===== src/rtl/hs_ifr_byte2word_packer.sv =====
// Byte-to-word packer: assembles lg_byte_t beats into lg_word_t beats with
// per-byte keep, a last flag and an optional idle-timeout flush.

package hs_ifr_int_typedefs_pkg;
  typedef logic [7:0]  lg_byte_t;
  typedef logic [31:0] lg_word_t;
endpackage

module hs_ifr_byte2word_packer
  import hs_ifr_int_typedefs_pkg::*;
#(
  parameter bit          BIG_ENDIAN    = 1'b0,
  parameter int unsigned FLUSH_TIMEOUT = 0
) (
  input  logic       clk_i,
  input  logic       rst_ni,
  input  logic       s_valid_i,
  output logic       s_ready_o,
  input  lg_byte_t   s_data_i,
  input  logic       s_last_i,
  output logic       m_valid_o,
  input  logic       m_ready_i,
  output lg_word_t   m_data_o,
  output logic [3:0] m_keep_o,
  output logic       m_last_o,
  output logic       busy_o
);

  localparam logic [16:0] FT         = 17'(FLUSH_TIMEOUT);
  localparam bit          TIMEOUT_EN = (FLUSH_TIMEOUT != 0);

  // Both ports: a beat moves on a cycle where valid && ready; valid never
  // depends on ready, and m_* stays stable from m_valid_o until m_ready_i.

  logic [1:0]  cnt;
  lg_word_t    asm_buf;
  logic [15:0] timer;

  logic        out_free;
  logic        in_hs;
  logic        completing;
  logic        timer_hit;
  logic        flush;
  logic [1:0]  lane;
  lg_word_t    merged;

  logic [1:0]  cnt_n;
  lg_word_t    buf_n;
  logic [15:0] timer_n;
  logic        mv_n;
  lg_word_t    md_n;
  logic [3:0]  mk_n;
  logic        ml_n;

  // Keep is a contiguous mask from the first-arrived lane, whatever the byte order.
  function automatic logic [3:0] keep_for(input logic [2:0] n);
    case (n)
      3'd1:    keep_for = 4'b0001;
      3'd2:    keep_for = 4'b0011;
      3'd3:    keep_for = 4'b0111;
      3'd4:    keep_for = 4'b1111;
      default: keep_for = 4'b0000;
    endcase
  endfunction

  assign out_free   = !m_valid_o || m_ready_i;
  assign s_ready_o  = rst_ni && (((cnt != 2'd3) && !s_last_i) || out_free);
  assign in_hs      = s_valid_i && s_ready_o;
  assign completing = in_hs && ((cnt == 2'd3) || s_last_i);
  assign lane       = BIG_ENDIAN ? (2'd3 - cnt) : cnt;

  // Fires on the idle cycle whose edge would make the count reach the limit.
  assign timer_hit  = TIMEOUT_EN && (({1'b0, timer} + 17'd1) >= FT);
  assign flush      = TIMEOUT_EN && (cnt != 2'd0) && !in_hs && timer_hit && out_free;

  always_comb begin
    merged = asm_buf;
    merged[{lane, 3'b000} +: 8] = s_data_i;
  end

  always_comb begin
    cnt_n   = cnt;
    buf_n   = asm_buf;
    timer_n = timer;
    mv_n    = m_valid_o;
    md_n    = m_data_o;
    mk_n    = m_keep_o;
    ml_n    = m_last_o;

    if (m_valid_o && m_ready_i) begin
      mv_n = 1'b0;
    end

    if (completing) begin
      mv_n  = 1'b1;
      md_n  = merged;
      mk_n  = keep_for({1'b0, cnt} + 3'd1);
      ml_n  = s_last_i;
      cnt_n = 2'd0;
      buf_n = '0;
    end else if (flush) begin
      mv_n  = 1'b1;
      md_n  = asm_buf;
      mk_n  = keep_for({1'b0, cnt});
      ml_n  = 1'b0;
      cnt_n = 2'd0;
      buf_n = '0;
    end else if (in_hs) begin
      buf_n = merged;
      cnt_n = cnt + 2'd1;
    end

    // Saturates at the limit so a flush blocked by backpressure stays pending.
    if (!TIMEOUT_EN || in_hs || (cnt == 2'd0) || flush) begin
      timer_n = '0;
    end else if ({1'b0, timer} < FT) begin
      timer_n = timer + 16'd1;
    end
  end

  always_ff @(posedge clk_i or negedge rst_ni) begin
    if (!rst_ni) begin
      cnt       <= '0;
      asm_buf   <= '0;
      timer     <= '0;
      m_valid_o <= 1'b0;
      m_data_o  <= '0;
      m_keep_o  <= '0;
      m_last_o  <= 1'b0;
      busy_o    <= 1'b0;
    end else begin
      cnt       <= cnt_n;
      asm_buf   <= buf_n;
      timer     <= timer_n;
      m_valid_o <= mv_n;
      m_data_o  <= md_n;
      m_keep_o  <= mk_n;
      m_last_o  <= ml_n;
      busy_o    <= (cnt_n != 2'd0) || mv_n;
    end
  end

endmodule


===== config.mk =====
export PLATFORM = sky130hd
export DESIGN_NAME = hs_ifr_byte2word_packer
export DESIGN_NICKNAME = d
export VERILOG_FILES = /design/src/rtl/hs_ifr_byte2word_packer.sv
export SDC_FILE = /design/constraint.sdc
export NUM_CORES = 1
export LEC_CHECK = 0
export ABC_AREA = 1
export CAP_MARGIN = 20
export CORE_UTILIZATION = 25
export DETAILED_ROUTE_END_ITERATION = 8
export GPL_TIMING_DRIVEN = 0
export PLACE_DENSITY = 0.48
export SLEW_MARGIN = 20
export SYNTH_ARGS = -nofsm -noshare
export SYNTH_HDL_FRONTEND = slang
export SYNTH_SLANG_ARGS = --single-unit

===== constraint.sdc =====
create_clock -name clk_i -period 2.4 [get_ports clk_i]
set_clock_uncertainty 0.2 [all_clocks]
set_input_delay 0.24 -clock clk_i [delete_from_list [all_inputs] [get_ports clk_i]]
set_output_delay 0.24 -clock clk_i [all_outputs]
set_load 0.02 [all_outputs]

After elaboration in Yosys (flattened, before gate mapping)
Index checks and enable logic that the tools add are counted.

Shifts and indexed selects: 2. Order comparisons: 0. Bitwise logic cells: 0. Divide/modulo/power cells: 0. Mux-type cells: 8. Eq/ne operators: 6. Reduce and logical (&&, ||, !) cells: 13. Add/subtract/negate cells: 3. $mul: 0.

Operators by type and width (count): $mux 32 (2); $bwmux 32 (1); $shift 8x7->32 const A (1); $shiftx 8x7->32 (1); $pmux 4 s4 (1); $neg 5->7 (1); $eq 3x2->1 const B (2); $logic_and 1x1->1 (5); $logic_or 1x1->1 (4); $mux 2 (2); $reduce_bool 2->1 (2); $add 2x1->3 const B (1); $eq 3x1->1 const B (1); $eq 3x3->1 const B (1); $add 2x1->2 const B (1); $eq 2x2->1 const B (1); $logic_not 1->1 (2); $mux 1 (2); $ne 2x2->1 const B (1).

Latch bits: 0. Output and inout port bits: 40. Input bits: 13. Word-level logic and storage cells: 39. Flip-flop bits (word level): 73. Memories kept: 0. RAM bits: 0. Memory bits (read-only): 0.

Depth between registers and ports, before layout
Word-level depth: 9. Mapped depth: 9. Mapped depth without buffers: 8.

Worst setup path after synthesis
Ideal clock, no wire load.

Kind: flip-flop to flip-flop. From: reg cnt[0]. To: reg m_data_o[14]. Stages on the path, launching flop included: 10. Required time: 2.135 ns. Setup slack: 0.492 ns. Path buffers: 2. Period minus slack after synthesis: 1.908 ns. Library setup time: 0.065 ns. Data arrival time: 1.644 ns. Cells stage by stage: dfrtp_1 > buf_2 > clkinv_2 > ha_1 > inv_1 > buf_2 > nand3_1 > o22ai_1 > nand2_1 > nand2_1.

Longest elaborated chain between the ends: 6. Elaborated cells on any way between the ends: 12. Classes of those cells: add/sub (1); eq/ne (2); shift (2); mux (1); reduce/logical (6).

RTL lines: start, declared (RTL line 35) `logic [1:0] cnt;`; start signal, assigned (RTL line 132) `cnt <= cnt_n;`; branches (longest 6 deep; another with $neg 5->7); end signal, assigned (RTL line 136) `m_data_o <= md_n;`; end, declared (RTL line 23) `output lg_word_t m_data_o,`.

Several ways; the timed one is not identified. A chain may end at the register's enable or synchronous reset.

Worst setup path after layout
From: reg cnt[0]. To: reg m_data_o[6].

Same word-level chain as after synthesis.

==> run summary <==
- **most frequent standard cell in the layout excluding fill and tap cells** nand2_1
- **total of fill cells in the finished design** 1426
- **leakage component of the power** 2.360 nW
- **Crit Reg-Reg Startpoint** cnt[0]
- **setup bufs post-CTS** 0
- **Clock Tree Buf Depth** 2
- **first-pass GRT wire length** 15.12 mm
- **via count of the first global-routing pass** 2921
- **stages on the worst setup path** 8
- **violated checks** negative hold slack
- **I/O pin total** 53
- **peak supply drop** 0.3662 mV
- **distinct cell type count of the synthesized netlist** 22
- **internal power contribution** 2.831 mW
- **core box area** 0.01324 sq mm
- **iteration count of the initial detailed-routing pass** 5
- **Startpoint Class** register
- **yosys warns** 0
- **maximum clock frequency** 447.3 MHz
- **Critical Setup Path Class** register to register
- **biggest area consumer among synthesized cells** dfrtp_1
- **detailed-route via count** 2933
- **Congestion Overflow GR** 0
- **share of the yosys chip area belonging to registers** 0.5372
- **max-cap check violation count** 0
- **total number of placement rows** 42
- **flop and latch count out of synthesis** 73
- **number of design rule violations left after detail routing** 0
- **share of cells above drive strength 1** 0.1038
- **total wire length after detailed routing** 9.092 mm
- **total power divided by cell area** 943.4 mW/mm^2
- **HPWL after detailed placement** 6.606 mm
- **die outline width** 118.6 microns
- **Port-buffer cells** 52
- **final-report max-slew violation count** 0
- **post-synthesis cell count** 428
- **Worst Setup End Kind** register
- **cell types occupying the most area after synthesis** dfrtp_1, nand2_1, inv_1
- **net switching power figure** 1.505 mW
- **layout net count** 519
- **overall global routing resource usage** 0.1389
- **number of antenna repair diodes** 0
- **switching power share of the total** 0.3470
- **slew at the pin closest to its max-slew limit** 390.8 ps
- **total setup violations reported at the end of the flow** 0
- **R2R Path End** m_data_o[6]
- **crit-path leading delay family** buffers and inverters
- **floorplan die height** 118.6 microns
- **pin count of the biggest net entering global routing** 41
- **combinational cell fraction of total power** 0.338
- **CP most frequent cell** nand2_1
- **routed len/inst** 13.43 microns
- **RSZ-0062 raised after global routing** true
- **CTS tree** yes
- **endpoints failing hold** 4
- **clock share of power** 0.302
- **required time worst endpoint** 2480 ps
- **post-synthesis instance area** 0.003401 sq mm
- **Critical Path Slowest Stage Cell** dfrtp_1
- **number of nets with antenna violations after detailed routing** 0
- **Vias per Instance** 4.332
- **buffer cell driving the clock tree root** clkbuf_16
- **cell depth of the worst flop-to-flop path** 8
- **share of the clock period used by the worst path** 0.9315
- **status** complete, but fails checks
- **crit path time final** 2236 ps
- **arrival time worst endpoint** 2310 ps
- **number of nets in the synthesized netlist** 449
- **TritonCTS Buffers** 9
- **crit path max fanout** 10
- **final worst hold slack** -7.487 ps
- **clock-pin slew on the worst setup and hold paths** 60 ps
- **worst path bufs/invs** 3
- **H-tree lvl count** 3
- **power share of the sequential group** 0.359
- **series of cell instances along the critical path** buf_4, clkinv_2, ha_1, inv_1, nand4_2, o21ai_0, nand2_1, nand2_1
- **TritonCTS Sinks** 73
- **setup slack on the worst flop-to-flop path** 160 ps
- **number of design-rule violations left by the first detailed-router iteration** 136
- **final weighted congestion in routability-driven placement** 0.7628
- **top library cells by usage in the layout, fill and taps aside** nand2_1, dfrtp_1, clkdlybuf4s50_1
- **top-area cell type share of the netlist area** 0.5372
- **mean cell area of the mapped netlist** 7.946 sq um
- **Clk Latency, worst-skew pair** 330 ps
- **Critical Path Max Stage Delay** 430 ps
- **Tightest Hold Check Type** input port to async pin
- **area enclosed by the die boundary** 0.01407 sq mm
- **starting utilization of the core area** 0.2568
- **sum of internal, switching and leakage power** 4.336 mW
- **synthesis-to-layout area growth** 35.14%
- **initial antenna violation count** 0
- **Max transition margin** 0.7395
[timing repair]
item,CTS,global route
setup endpoints to repair,7,20
pin swaps,0,0
hold endpoints to repair,73,0
hold buffers,7,0
gates resized for setup,3,5
[layer usage]
metal	global-route usage	vias to the layer above	routed length (microns)
li1	-	1458	-
met1	0.1881	1407	4393
met2	0.2105	58	4093
met3	0.03813	10	485
met4	0.05142	0	119
met5	0	-	0
[how the worst max path moves through the flow]
stage           start            to  slack (ps)
2_1_floorplan  cnt[0]  m_data_o[14]         490
3_3_place_gp   rst_ni     s_ready_o       -2660
3_5_place_dp   rst_ni     s_ready_o         -90
4_1_cts        cnt[0]  m_data_o[31]          30
5_1_grt        cnt[0]    asm_buf[6]         -40
6_report       cnt[0]   m_data_o[6]         160
[registers in the layout, summed over array words and instances (netlist names)]
name       cells
asm_buf       32
m_last_o       1
busy_o         1
m_keep_o       4
cnt            2
m_data_o      32
m_valid_o      1
[stage by stage]
step	area [sq um]	utilization	std cells	TNS, ps	worst slack [ps]
after global placement	4141	0.3127	656	-305270	-2663
final	4596	0.3470	677	0	164.3
after floorplan	3401	-	428	0	491.5
after global routing	4596	0.3470	677	-90.69	-37.87
after CTS	4578	0.3457	678	0	26.20
after detailed placement	4159	0.3141	657	-122.8	-87.56
[worst min-delay path, stage by stage]
cell    delay [ps]
buf_6           70
buf_12          80
buf_12          80
buf_12          90
buf_12         100
buf_12         220
[cell usage after synthesis]
cell      count
nand3_2       2
buf_2        11
a31oi_1       1
ha_1          8
nor3_1        1
nand2_1     224
dfrtp_1      73
nand3_1      10
or2_2         1
o21ai_0       3
clkinv_2      1
inv_1        43
a21boi_0      1
clkbuf_1      1
o21ai_1       9
nand4_2       2
nor2_1        2
o22ai_1      24
buf_4         6
inv_2         2
nand4_1       2
clkbuf_2      1
[cell families (layout without fill, tap and decap cells)]
family          after synthesis  after routing  share of synthesized area
compound gates               38             38                    0.06586
simple gates                244            244                     0.2844
fa+ha+maj                     8              8                    0.02943
flops                        73             73                     0.5372
buf+inv                      65            138                    0.08314
[final cells by class]
type	instances	area [sq um]	area share
Buffer	18	110.1	0.02396
Clock buffer	10	239.0	0.05200
Sequential cell	73	1827	0.3975
Timing Repair Buffer	60	670.6	0.1459
Tap cell	176	220.2	0.04792
Multi-Input combinational cell	290	1310	0.2851
Inverter	46	173.9	0.03784
Clock inverter	4	45.04	0.009801
[power by group through the flow]
stage,clock [mW],sequential [mW],combinational [mW]
5_1_grt,1.40,1.59,1.61
3_3_place_gp,0,1.58,1.43
6_report,1.31,1.56,1.47
4_1_cts,1.35,1.56,1.47
2_1_floorplan,0,1.75,0.650
3_5_place_dp,0,1.58,1.43
No activity file was read; power rests on OpenSTA's default activity.
